==> src/rtl/rotary_param_menu.sv <==
// rotary_param_menu
//   Converts debounced rotary-encoder pulses into a bank of user-adjustable
//   parameter registers. In BROWSE mode, rotation selects a field.
//   In EDIT mode, rotation steps the selected field's value, with
//   acceleration and an idle timeout back to BROWSE. All outputs are
//   registered.
//
// Ports
//   clk        system clock, rising edge
//   rst        asynchronous reset, active high
//   left       one-cycle pulse, one counter-clockwise detent
//   right      one-cycle pulse, one clockwise detent
//   down       one-cycle pulse, button pressed
//   lock       level; while high, events are dropped and timers hold
//   field_sel  index of the currently selected field
//   edit_mode  1 = EDIT, 0 = BROWSE
//   values     field i at bits [i*WIDTH +: WIDTH]
//   changed    one-cycle strobe when values or field_sel change
module rotary_param_menu #(
    parameter int unsigned NUM_FIELDS   = 4,
    parameter int unsigned WIDTH        = 8,
    parameter int unsigned INIT_VALUE   = 0,
    parameter int unsigned ACCEL_WINDOW = 2500000,
    parameter int unsigned ACCEL_STEP   = 8,        // must be below 2**WIDTH
    parameter int unsigned TIMEOUT      = 250000000
) (
    input  logic                          clk,
    input  logic                          rst,
    input  logic                          left,
    input  logic                          right,
    input  logic                          down,
    input  logic                          lock,
    output logic [$clog2(NUM_FIELDS)-1:0] field_sel,
    output logic                          edit_mode,
    output logic [NUM_FIELDS*WIDTH-1:0]   values,
    output logic                          changed
);

    localparam int unsigned SW = $clog2(NUM_FIELDS);
    localparam int unsigned AW = $clog2(ACCEL_WINDOW + 1);
    localparam int unsigned TW = $clog2(TIMEOUT + 1);

    localparam logic [SW-1:0]    SelLast  = SW'(NUM_FIELDS - 1);
    localparam logic [AW-1:0]    AccelMax = AW'(ACCEL_WINDOW);
    localparam logic [TW-1:0]    TmoLast  = TW'(TIMEOUT - 1);
    localparam logic [WIDTH:0]   StepFast = (WIDTH + 1)'(ACCEL_STEP);
    localparam logic [WIDTH:0]   StepSlow = (WIDTH + 1)'(1);
    localparam logic [WIDTH-1:0] InitVal  = WIDTH'(INIT_VALUE);

    typedef enum logic {StBrowse, StEdit} mode_e;
    typedef enum logic [1:0] {DirNone, DirUp, DirDown} dir_e;

    mode_e            mode_q;
    dir_e             last_dir_q;
    logic [SW-1:0]    sel_q;
    logic [WIDTH-1:0] field_q [NUM_FIELDS];
    logic [AW-1:0]    accel_q;
    logic [TW-1:0]    tmo_q;
    logic             changed_q;

    logic             ev_down;
    logic             ev_rot;
    dir_e             ev_dir;
    logic [WIDTH:0]   cur_val;
    logic [WIDTH:0]   step;
    logic [WIDTH:0]   sum;
    logic [WIDTH:0]   diff;
    logic [WIDTH-1:0] new_val;

    // Event qualification and the saturating edit arithmetic.
    always_comb begin
        ev_down = ~lock & down;
        // Press wins over rotation; opposing rotations cancel.
        ev_rot  = ~lock & ~down & (left ^ right);
        ev_dir  = right ? DirUp : DirDown;
        cur_val = {1'b0, field_q[sel_q]};
        step    = ((last_dir_q == ev_dir) && (accel_q < AccelMax)) ? StepFast : StepSlow;
        sum     = cur_val + step;
        diff    = cur_val - step;
        // Top bit of the WIDTH+1 result is the carry out / borrow.
        if (right) begin
            new_val = sum[WIDTH] ? {WIDTH{1'b1}} : sum[WIDTH-1:0];
        end else begin
            new_val = diff[WIDTH] ? '0 : diff[WIDTH-1:0];
        end
    end

    always_ff @(posedge clk or posedge rst) begin
        if (rst) begin
            mode_q     <= StBrowse;
            last_dir_q <= DirNone;
            sel_q      <= '0;
            accel_q    <= '0;
            tmo_q      <= '0;
            changed_q  <= 1'b0;
            for (int i = 0; i < NUM_FIELDS; i++) begin
                field_q[i] <= InitVal;
            end
        end else begin
            changed_q <= 1'b0;
            if (!lock) begin
                // Cycles since the last edit step; saturates so it never wraps.
                if (accel_q != AccelMax) begin
                    accel_q <= accel_q + AW'(1);
                end
                unique case (mode_q)
                    StBrowse: begin
                        if (ev_down) begin
                            mode_q     <= StEdit;
                            tmo_q      <= '0;
                            accel_q    <= '0;
                            last_dir_q <= DirNone;
                        end else if (ev_rot) begin
                            changed_q <= 1'b1;
                            if (right) begin
                                sel_q <= (sel_q == SelLast) ? '0 : sel_q + SW'(1);
                            end else begin
                                sel_q <= (sel_q == '0) ? SelLast : sel_q - SW'(1);
                            end
                        end
                    end
                    StEdit: begin
                        if (ev_down) begin
                            mode_q <= StBrowse;
                            tmo_q  <= '0;
                        end else if (ev_rot) begin
                            field_q[sel_q] <= new_val;
                            changed_q      <= (new_val != field_q[sel_q]);
                            accel_q        <= '0;
                            last_dir_q     <= ev_dir;
                            tmo_q          <= '0;
                        end else if (tmo_q == TmoLast) begin
                            mode_q <= StBrowse;
                            tmo_q  <= '0;
                        end else begin
                            tmo_q <= tmo_q + TW'(1);
                        end
                    end
                endcase
            end
        end
    end

    assign field_sel = sel_q;
    assign edit_mode = (mode_q == StEdit);
    assign changed   = changed_q;

    for (genvar i = 0; i < NUM_FIELDS; i++) begin : g_values
        assign values[i*WIDTH +: WIDTH] = field_q[i];
    end

endmodule

==> config.mk <==
export PLATFORM = sky130hd
export DESIGN_NAME = rotary_param_menu
export DESIGN_NICKNAME = d
export VERILOG_FILES = /design/src/rtl/rotary_param_menu.sv
export SDC_FILE = /design/constraint.sdc
export NUM_CORES = 1
export LEC_CHECK = 0
export ABC_AREA = 1
export BUFFER_PORTS_ARGS = -buffer_cell sky130_fd_sc_hd__buf_4
export CORE_UTILIZATION = 65
export DETAILED_ROUTE_END_ITERATION = 7
export GPL_ROUTABILITY_DRIVEN = 0
export PLACE_DENSITY = 0.93
export SYNTH_ARGS = -nofsm -noshare
export SYNTH_HDL_FRONTEND = slang
export SYNTH_SLANG_ARGS = --single-unit
==> constraint.sdc <==
create_clock -name clk -period 4.4 [get_ports clk]
set_input_delay 0.22 -clock clk [delete_from_list [all_inputs] [get_ports clk]]
set_output_delay 0.22 -clock clk [all_outputs]
set_load 0.005 [all_outputs]
==> metrics.csv <==
metric;value;unit
drcViolationCount;0;
yosysUniqueCellTypes;41;
grt_pass1_wl;23900;um
final.hold.worst_slack;207;ps
critical_path_buf_inv_count;3;
synth-simple-area-share;35.8;%
avgRoutedWirePerCell;16.3;um
die-area;0.00880;sq mm
cp_top_family;simple AND/OR/NAND/NOR gates;
synth.mux.area_fraction;0;%
fin_tns_setup;0;ps
synthFlopType;dfrtp_1;
critical_path_peak_fanout;18;
timing.final.crit_share;79.7;%
pre_cts_setup_slack;1040;ps
post-route-util;74.0;%
cts_made_buffers;9;
mostFrequentLayoutCell;nand2_1;
p_per_area;656;mW/mm^2
worst-endpoint-required;4670;ps
finalWirelength;14600;um
clk_latency;380;ps
synthesis.instances;742;
row_count;33;
critPathSlowestCell;dfrtp_1;
vdd.ir_drop.worst;0.332;mV
syn_area;0.00548;sq mm
grt_antenna_before_repair;0;
tightestPinTransition;721;ps
post_cts_resize_count;0;
detail_route.first_pass.iterations;6;
outcome;complete, no violations;
syn_nets;761;
static_leakage;2.88;nW
grt_remaining_overflow;0;
max_clock_freq;0.285;GHz
io-pin-count;42;
timing.max_cap.violations;0;
maxSlewHeadroom;51.9;%
number_of_flops_mapped_to_enable_cells_by_yosys;0;
synthToLayoutAreaGrowth;10.5;%
post_route_standard_cell_area_excluding_fillers;0.00605;sq mm
cts_setup_buffers;0;
clockBufferDepth;2;
finalHoldViolCount;0;
swShare;50.1;%
synth_area_in_compound_gates;11.4;%
switching_power;1.99;mW
floorplan.initialDensity;67.0;%
yosys_register_bits;88;
grt_start_max_net_pins;48;
clock_tree_from_tritoncts;built;
fp.dieH;93.8;um
synthesis.yosys.warnings;0;
timing.critical_path.cells;inv_6, or2_2, a32oi_1, inv_1, ha_1, inv_1, nand2_1, nand3b_1, nand2_1, nand3_4, nand3_1, nand3_1, nand2_1, nand2_1, nor2_1, nand3_1, nor2_1, nor2_1;
num_vias;5573;
critical-path-top-cell-by-count;nand2_1;
io_buffer_count;41;
grt_use_total;34.8;%
synthXorXnorAreaFrac;1.60;%
maxUsedRoutingLayer;met4;
worstHoldPathType;in -> reg;
place_inst;876;
internal_power;1.98;mW
tritoncts_num_sinks;88;
worst-setup-path-type;reg -> reg;
via_count_of_the_first_global_routing_pass;5140;
detailedPlacementHpwl;10600;um
ctsHoldBuffers;1;
fill_cells;561;
via_per_inst;6.24;
synth_adder_area_share;2.97;%
critPathCaptureType;register;
clkTransAtPathRegs;110;ps
seq_area;0.00220;sq mm
report.power.total;3.97;mW
slowest_delay;600;ps
report.final.slew_viol_count;0;
ys_seq_area_share;40.2;%
final_cell_mix;nand2_1, dfrtp_1, inv_1;
drt_first_iter_violations;564;
drive_above_1_share;14.0;%
met3RoutedLength;1380;um
nNetsFinal;802;
routedLengthMet1;5790;um
critPathLaunchType;register;
min_path_cells;3;
seqPwrFrac;29.6;%
path_depth;18;
power_frac_comb;56.2;%
finClkSkew;14.7;ps
multiInputGateArea;0.00283;sq mm
antenna_cells_inserted;0;
grt_setup_unrepaired;no;
placed_area;0.00585;sq mm
asyncSetResetFlopFracSynth;100;%
critical_path_arrival;3780;ps
final_instance_count_without_filler_cells;893;
pwr-share-clk;14.3;%
fp.coreArea;0.00818;sq mm
worst_slack;894;ps
htree_num_levels;3;
dominant_combinational_cell_family_by_area_after_synthesis;simple AND/OR/NAND/NOR gates;
wl_met2;6850;um
cts-root-buf;clkbuf_8;
die_width;93.8;um
worst-r2r-cell-count;18;
finalWorstPathRequiredPeriod;3510;ps
avgSynthCellArea;7.38;sq um
setup_viol_count_final;0;
final_antenna_net_count;0;
==> power by group through the flow <==
stage	sequential, mW	combinational (mW)	clock, mW
2_1_floorplan	1.13	1.57	0
3_3_place_gp	1.16	2.03	0
3_5_place_dp	1.18	2.15	0
4_1_cts	1.16	2.17	0.568
5_1_grt	1.19	2.44	0.601
6_report	1.17	2.23	0.567
==> flip-flops by register name, summed over array words and instances, names as in the netlist <==
register	cells
values	32
last_dir_q	2
tmo_q	28
field_sel	2
accel_q	22
edit_mode	1
changed	1
==> worst reg2reg max path, cell delays in order, from the launching register on <==
cell and delay [ps]:
dfrtp_1 600, inv_6 150, or2_2 310, a32oi_1 240, inv_1 150, ha_1 420
inv_1 120, nand2_1 70, nand3b_1 180, nand2_1 210, nand3_4 120, nand3_1 120
nand3_1 160, nand2_1 130, nand2_1 70, nor2_1 120, nand3_1 100, nor2_1 90
nor2_1 40
==> cells in the mapped netlist, types with 3 or more instances <==
cell type  number  area, sq um
inv_2           7         26.3
xor2_1          6         52.6
inv_1          83          312
nor3_2          3         30.0
o21ai_0        60          300
or2_2           7         43.8
nand3_1        64          320
nor4_1          8         50.1
xnor2_1         4         35.0
ha_1           13          163
a21oi_1        30          150
nand2_2        14         87.6
a31oi_1         7         43.8
dfrtp_1        88         2200
nor2_4          4         45.0
nor2_1         61          229
nand3_2         5         50.1
nor3b_1         5         37.5
buf_6           4         45.0
nor3_1         31          155
nand2_1       185          694
clkbuf_1        8         30.0
nand2_4         3         33.8
o21a_1          3         22.5
nand4_1        16          100
==> kinds of logic after synthesis <==
kind of cell               count (synthesis)
and+or+nand+nor                          413
AOI/OAI and AO/OA                        112
xor gates and xnor gates                  10
adders and majority gates                 13
buffers and inverters                    106
DFF                                       88
==> path summary, 6_finish.rpt <==
| path | endpoint | slack [ps] | startpoint |
|---|---|---|---|
| max in group asynchronous | edit_mode | 2820 | rst |
| worst min-delay path | tmo_q[6] | 210 | lock |
| min in group asynchronous | values[19] | 500 | rst |
| worst max-delay path | changed | 890 | field_sel[0] |
| worst max register to register | changed | 890 | field_sel[0] |
| worst min register to register | tmo_q[22] | 520 | tmo_q[22] |
==> layout make-up <==
class | instances | share of cell area (%)
clock buffers | 9 | 2.05
clock inverters | 7 | 1.22
inverters | 91 | 5.75
multi-input cells | 548 | 46.8
flip-flops and latches | 88 | 36.4
well taps | 105 | 2.17
repair buffers | 45 | 5.62
==> layer usage <==
metal  GRT usage [%]  vias to the layer above
li1                -                     2538
met1            43.9                     2574
met2            55.7                      383
met3            7.85                       78
met4            18.6                        0
met5               0                        -
Power figures use the tool's default switching activity.
